### config.mk
export PLATFORM = sky130hd
export DESIGN_NAME = fetch_stage
export DESIGN_NICKNAME = d
export VERILOG_FILES = /design/src/rtl/fetch_stage.sv
export SDC_FILE = /design/constraint.sdc
export NUM_CORES = 1
export LEC_CHECK = 0
export CAP_MARGIN = 30
export CORE_AREA = 4 4 151 153
export CTS_CLUSTER_SIZE = 16
export DETAILED_ROUTE_END_ITERATION = 7
export DIE_AREA = 0 0 155 157
export DONT_BUFFER_PORTS = 1
export PLACE_DENSITY = 0.58
export SYNTH_ARGS = -nofsm -noshare
export SYNTH_HDL_FRONTEND = slang
export SYNTH_SLANG_ARGS = --single-unit
### constraint.sdc
create_clock -name clk -period 2 [get_ports clk]
set_clock_uncertainty 0.2 [all_clocks]
set_input_delay 0.3 -clock clk [delete_from_list [all_inputs] [get_ports clk]]
set_output_delay 0.3 -clock clk [all_outputs]
set_load 0.005 [all_outputs]
### src/rtl/fetch_stage.sv
// Instruction fetch stage: registered PC, one-entry output bundle toward
// decode, and a RUN/HALT controller that stops fetching after a faulting
// fetch until a redirect arrives.
// Optional build macro: FETCH_MISALIGN_CHECK_EN enables detection of
// misaligned fetch addresses (pc[1:0] != 0).
module fetch_stage #(
  parameter logic [63:0] RESET_PC = 64'h0000_0000_0000_0000
) (
  input  logic        clk,
  input  logic        rst,
  output logic [63:0] pc_addr,
  input  logic [31:0] imem_instr,
  input  logic        imem_exc_en,
  input  logic [3:0]  imem_exc_code,
  input  logic [63:0] imem_exc_val,
  input  logic        redirect_en,
  input  logic [63:0] redirect_pc,
  input  logic        id_ready,
  output logic        id_valid,
  output logic [31:0] id_instr,
  output logic [63:0] id_pc,
  output logic        id_exc_en,
  output logic [3:0]  id_exc_code,
  output logic [63:0] id_exc_val
);

  localparam logic [31:0] NOP_INSTR = 32'h0000_0013;

  localparam logic [0:0] RUN  = 1'b0;
  localparam logic [0:0] HALT = 1'b1;

  logic [0:0]  state;
  logic [63:0] pc;
  logic        fire;
  logic        misalign;
  logic        fault;

  assign pc_addr = pc;

`ifdef FETCH_MISALIGN_CHECK_EN
  assign misalign = (pc[1:0] != 2'b00);
`else
  assign misalign = 1'b0;
`endif

  // A fetch is launched when running, the output slot is free or draining,
  // and no redirect is pending this cycle.
  always_comb begin
    fire  = (state == RUN) && (!id_valid || id_ready) && !redirect_en;
    fault = misalign || imem_exc_en;
  end

  // PC, FSM and output bundle update; priority rst > redirect > fire > hold.
  always_ff @(posedge clk) begin
    if (rst) begin
      pc          <= RESET_PC;
      state       <= RUN;
      id_valid    <= 1'b0;
      id_instr    <= NOP_INSTR;
      id_pc       <= '0;
      id_exc_en   <= 1'b0;
      id_exc_code <= '0;
      id_exc_val  <= '0;
    end else if (redirect_en) begin
      pc       <= redirect_pc;
      state    <= RUN;
      id_valid <= 1'b0;
    end else if (fire) begin
      id_valid <= 1'b1;
      id_pc    <= pc;
      if (fault) begin
        // Faulting fetch: PC stays on the faulting address, the bundle
        // carries a NOP plus the cause, and fetching stops until redirect.
        // Misalignment takes precedence over a memory fault.
        state     <= HALT;
        id_instr  <= NOP_INSTR;
        id_exc_en <= 1'b1;
        if (misalign) begin
          id_exc_code <= 4'd0;
          id_exc_val  <= pc;
        end else begin
          id_exc_code <= imem_exc_code;
          id_exc_val  <= imem_exc_val;
        end
      end else begin
        pc          <= pc + 64'd4;
        id_instr    <= imem_instr;
        id_exc_en   <= imem_exc_en;
        id_exc_code <= imem_exc_code;
        id_exc_val  <= imem_exc_val;
      end
    end else if (id_valid && id_ready) begin
      id_valid <= 1'b0;
    end
  end

endmodule

==> flow_summary.ini, run 1 <==
[status]
outcome = finished with violations
violations = negative hold slack, negative setup slack

[logic_synthesis]
synth_top_area_cell = dfxtp_1
avgSynthCellArea_um2 = 8.035
synth_top_area_frac = 0.4927
synthCells = 1168
yosys_warnings = 0
synth.distinct_cells = 42
ys_seq_area_frac = 0.4927
synthTopCellsByArea = dfxtp_1, nand2_1, a21oi_1
ys_seq_elements = 231
synth_area_um2 = 9385
synthesis.nets = 1338

[global_routing]
antenna_found_initial = 2
grt_overflow = 0
grt_pass1_wl_mm = 47.88
track_usage = 0.2431
grt_max_degree = 231
grt_pass1_vias = 8398

[setup_path]
cp_max_fo = 4
path_class = reg -> reg
max_stage_delay_ps = 430
critPathRequiredTime_ps = 2220
cp-end-kind = flip-flop
r2r-start = state
worst_setup_path_start_kind = flip-flop
crit_start = state
crit_chain = or2_4 -> nor3_4 -> buf_6 -> nand4_1 -> or3_1 -> a311oi_1
critPathSlowestCell = or3_1
cp.arrival_ps = 2350

[drt]
wl_per_cell_um = 20.28
drt-pass1-iter-count = 5
drc = 0
routed_wl_mm = 33.02
dr_total_vias = 8993
dr.first_iter.drc_count = 685
via_per_inst = 5.524
route.antenna.remaining_nets = 0

[power]
seq_power_share = 0.461
p_int_mw = 8.331
ir_worst_vdd_mv = 0.6629
swShare = 0.2418
p_comb_frac = 0.100
p_sw_mw = 2.658
clock_power_share = 0.439
p_per_area_nw_per_um2 = 851.8
total_power_mw = 10.99
leakagePower_nw = 5.120

[die]
row_count = 54
initial_core_util = 0.4354
die_h_um = 157
core_um2 = 21550
io_pins = 399
dieArea_um2 = 24340
die_x_um = 155

[timing]
finalHoldViolCount = 226
relSlewSlack = 0.7400
grt_setup_unrepaired = true
post-route-period-util = 1.062
slew_viol_final = 0
holdWs_ps = -348.8
worst_slack_ps = -123.8
finalSetupViolations = 23
worst_pin_slew_ps = 390.0
period_minus_slack_ps = 2124
max_freq_mhz = 470.9

[run]
cap_violations = 0

[layout]
nets = 1499
layout-drive-gt1-share = 0.2585
fillers = 1881
multi_input_area_um2 = 5015
post-route-util = 0.5986
stdcell_count = 1628
regArea_um2 = 4681
areaGrowthSynthToFinish_pct = 37.46

[cts]
insertion_delay_ps = 510
root_buffer = clkbuf_16
numCtsBuffers = 24
cts_tree = done
clk_pin_slew_ps = 60
clockBufferDepth = 3
clock-sinks = 231
cts.htree.levels = 1

[place]
dp.cells = 1510
post-place-ws_ps = -205.4
io_buffers = 0
dp_hpwl_mm = 22.68
place_congestion = 0.8715

[min_path]
min-delay-start = rst
hold_path_class = in -> reg
[synth_stat cells]
cell type	number
xor2_1	5
a21oi_1	152
nor4_2	7
buf_1	5
or4_1	2
ha_1	1
or2_1	1
or3_1	12
and2_1	3
o22ai_1	5
or2_2	2
a211oi_1	26
nor2_2	1
and3_2	1
nand2b_1	5
nor3_2	3
o21ai_0	10
buf_6	1
dfxtp_1	231
nor4_4	2
nor4_1	13
nand4_1	28
nand4_4	3
and4_2	1
a41oi_1	1
clkbuf_1	70
a22oi_1	29
nor3_4	1
nor2_1	93
inv_1	13
nor2b_1	1
nand3_2	2
a311oi_1	9
nand2_1	330
buf_2	2
xnor2_1	46
nand3_1	17
clkbuf_2	1
o21bai_1	1
mux2i_1	10
and3_1	5
nor3_1	17
[critical path: cells and delay by family (launching register included)]
kind            cells  cell delay (ps)
simple gates        4             1140
buf+inv             1              140
compound gates      1              210
flops               1              340
[path summary, 6_finish.rpt]
kind                                    end  slack (ps)  cells after the start
worst max-delay path            pc_addr[27]        -120                      6
worst min-delay path            pc_addr[28]        -350                      1
worst max register to register  pc_addr[27]        -120                      6
worst min register to register    id_pc[39]         270                      2
[layout make-up]
cell class | instances | share of cell area
multi-input combinational | 846 | 0.3887
sequential | 231 | 0.3628
timing repair buffer | 213 | 0.1502
clock buffer | 33 | 0.05470
tap | 280 | 0.02716
clock inverter | 10 | 0.01212
inverter | 13 | 0.003879
antenna | 2 | 0.0003879
[through the flow]
| stage | TNS, ps | cell area, µm² |
|---|---|---|
| floorplan | -308.1 | 9458 |
| global placement | -1834 | 10710 |
| detailed placement | -2962 | 10710 |
| CTS | -1082 | 12200 |
| global route | -3941 | 12900 |
| finish | -1135 | 12900 |
[repair_timing]
action | in CTS | in global routing
resized for setup | 67 | 81
hold buffers | 11 | 23
pin swaps | 34 | 51
setup endpoints to repair | 36 | 51
hold endpoints to repair | 231 | 227
setup buffers | 26 | 12
cloned | 1 | 0
[metal layers]
metal / part of all wire / track usage / vias up
met3: 0.10 / 0.08111 / 64
met1: 0.38 / 0.3009 / 4254
met4: 0.027 / 0.06602 / 0
met5: 0 / 0 / -
met2: 0.49 / 0.4082 / 384
li1: - / - / 4291
[state kept, by name, indices dropped and copies added, names as in the netlist]
name and cells:
pc_addr 64, id_pc 64, id_exc_val 64, id_instr 32, id_exc_en 1, state 1
id_exc_code 4, id_valid 1
[layout by cell type, fill, tap and decap left out, types with 5 or more instances in the layout]
master	count
a211oi_1	22
a21oi_1	148
a22oi_1	29
a311oi_1	8
buf_12	13
buf_4	142
buf_6	25
clkbuf_16	25
clkbuf_8	5
clkinv_2	5
dfxtp_1	196
dfxtp_2	30
dfxtp_4	5
dlygate4sd3_1	33
inv_1	12
mux2i_1	10
nand2_1	323
nand2_2	5
nand2b_1	5
nand3_1	11
nand4_1	28
nor2_1	86
nor2_4	6
nor3_1	6
nor3_4	11
nor4_4	16
o21ai_0	9
or3_1	9
xnor2_1	39
xnor2_2	7
xor2_1	5
[kinds of logic (layout without fill, tap and decap cells)]
group	Yosys count	after routing	share of synthesized area
AND/OR/NAND/NOR	550	551	0.2658
AO/OA/AOI/OAI	233	233	0.1438
flip-flops	231	231	0.4927
buffers and inverters	92	269	0.03799
XOR/XNOR	51	51	0.04759
multiplexers	10	10	0.01067
adder cells (fa/ha/maj)	1	1	0.001333
other	0	2	0
[power by group through the flow]
| stage | Combinational (mW) | Sequential (mW) | Clock, mW |
|---|---|---|---|
| after floorplan | 0.580 | 5.16 | 0 |
| after detailed placement | 0.965 | 5.17 | 0 |
| after CTS | 1.02 | 5.07 | 4.91 |
| after global placement | 0.951 | 5.16 | 0 |
| final | 1.10 | 5.07 | 4.82 |
| after global routing | 1.21 | 5.10 | 5.09 |
No activity file was read; power rests on OpenSTA's default activity.
==> run 2, diff against run 1 <==
--- a/config.mk
+++ b/config.mk
@@ -9,2 +9,4 @@
 export CORE_AREA = 4 4 151 153
+export CTS_BUF_LIST = sky130_fd_sc_hd__clkbuf_4 sky130_fd_sc_hd__clkbuf_8
+export CTS_CLUSTER_DIAMETER = 120
 export CTS_CLUSTER_SIZE = 16
--- a/constraint.sdc
+++ b/constraint.sdc
@@ -4,2 +4,2 @@
 set_output_delay 0.3 -clock clk [all_outputs]
-set_load 0.005 [all_outputs]
+set_load 0.01 [all_outputs]
==> flow_summary.ini, run 2 (synthesis results as in run 1) <==
[cts]
insertion_delay_ps = 530
clock-sinks = 231
clk_pin_slew_ps = 110
cts_tree = done
clockBufferDepth = 3
cts.htree.levels = 1
cts_hold_buffers = 12
root_buffer = clkbuf_8
numCtsBuffers = 18

[global_routing]
track_usage = 0.2411
grt_max_degree = 231
grt_pass1_wl_mm = 47.38
grt_pass1_vias = 8234
grt_overflow = 0
antenna_found_initial = 0

[setup_path]
crit_cells = 7
cp.arrival_ps = 2400
crit_chain = buf_6 -> nand4_1 -> nor4_4 -> buf_4 -> nand2_2 -> or3_1 -> a311oi_1
rrSetupSlack_ps = -150
critPathRequiredTime_ps = 2250
r2r_cells = 7
worst_setup_path_start_kind = flip-flop
path_class = reg -> reg
path_buf_inv = 2
critPathSlowestCell = dfxtp_4
cp_max_fo = 4
critPathTopFamily = simple AND/OR/NAND/NOR gates
cp-end-kind = flip-flop
max_stage_delay_ps = 370

[die]
dieArea_um2 = 24340
die_h_um = 157
die_x_um = 155
row_count = 54
io_pins = 399
initial_core_util = 0.4354
core_um2 = 21550

[power]
seq_power_share = 0.594
p_int_mw = 6.213
p_comb_frac = 0.123
p_sw_mw = 2.419
total_power_mw = 8.632
leakagePower_nw = 4.689
ir_worst_vdd_mv = 0.4740
p_per_area_nw_per_um2 = 718.8
clock_power_share = 0.282
swShare = 0.2802

[layout]
layout-drive-gt1-share = 0.2469
nets = 1468
final_cell_mix = nand2_1, dfxtp_1, a21oi_1, buf_4, nor2_1
mostFrequentLayoutCell = nand2_1
diodes = 0
areaGrowthSynthToFinish_pct = 27.96
stdcell_count = 1580
post-route-util = 0.5572

[timing]
period_minus_slack_ps = 2154
fin_setup_tns_ps = -2347
worst_pin_slew_ps = 450.1
post-route-period-util = 1.077
finalSetupViolations = 32
relSlewSlack = 0.6996
grt_setup_unrepaired = true
holdWs_ps = -373.6
worst_slack_ps = -154.2
max_freq_mhz = 464.2
finalHoldViolCount = 226
slew_viol_final = 0

[status]
outcome = finished with violations
violations = negative hold slack, negative setup slack

[drt]
wl_per_cell_um = 20.50
dr.first_iter.drc_count = 734
via_per_inst = 5.544
drt-pass1-iter-count = 5
routed_wl_mm = 32.40
route.antenna.remaining_nets = 0
dr_total_vias = 8759
drc = 0

[place]
place_congestion = 0.8543
dp_hpwl_mm = 22.57
dp.cells = 1502
io_buffers = 0

[min_path]
hold_path_class = in -> reg
hold_depth = 1

[run]
cap_violations = 0
==> run 2: cell count changes in the layout (fill, tap and decap cells not counted), moves of 4 or more <==
cell / delta
clkbuf_16: -24
dlygate4sd3_1: -22
clkbuf_8: +14
buf_6: -8
buf_4: +6
dfxtp_2: -5
bufinv_16: -4
clkinv_2: -4
dfxtp_4: +4
nor3_2: +4
==> run 2: timing repair <==
| action | 4_1_cts | 5_1_grt |
|---|---|---|
| gates resized for setup | 63 | 68 |
| buffers inserted | 23 | 22 |
| endpoints found under the setup margin | 37 | 97 |
| gates cloned | 0 | 1 |
| endpoints found under the hold margin | 231 | 226 |
| pin swaps | 51 | 57 |
==> run 2: worst paths after layout <==
path                from     endpoint
min reg2reg    id_pc[17]    id_pc[17]
max          pc_addr[24]  pc_addr[41]
min                  rst    id_pc[10]
max reg2reg  pc_addr[24]  pc_addr[41]
==> run 2: cell type report <==
cell class / count / area, µm²
Clock inverter: 1 / 11.26
Tap cell: 280 / 350.3
Sequential cell: 231 / 4690
Inverter: 13 / 50.05
Timing Repair Buffer: 189 / 1678
Multi-Input combinational cell: 845 / 4954
Clock buffer: 21 / 276.5
Fill cell: 2024 / 9544
==> run 2: stage by stage <==
step	hold WS (ps)	setup WS (ps)	instance area [µm²]
3_5_place_dp	177.4	-184.2	10660
5_1_grt	-424.4	-277.0	12010
3_3_place_gp	182.9	-143.2	10660
2_1_floorplan	228.3	-88.14	9488
4_1_cts	-422.1	-92.86	11500
6_report	-373.6	-154.2	12010
==> run 2: power groups by stage <==
stage	Sequential [mW]	Clock, mW	Combinational (mW)
global placement	5.23	0	0.965
floorplan	5.25	0	0.582
finish	5.13	2.44	1.07
global route	5.16	2.72	1.17
CTS	5.13	2.54	1.04
detailed placement	5.24	0	0.978
==> run 2: layer usage <==
metal | global-route usage | up-vias | routed length [µm]
met5 | 0 | - | 0
met3 | 0.08276 | 53 | 3286
met2 | 0.4024 | 376 | 15650
met4 | 0.06056 | 0 | 702
li1 | - | 4208 | -
met1 | 0.3009 | 4122 | 12760
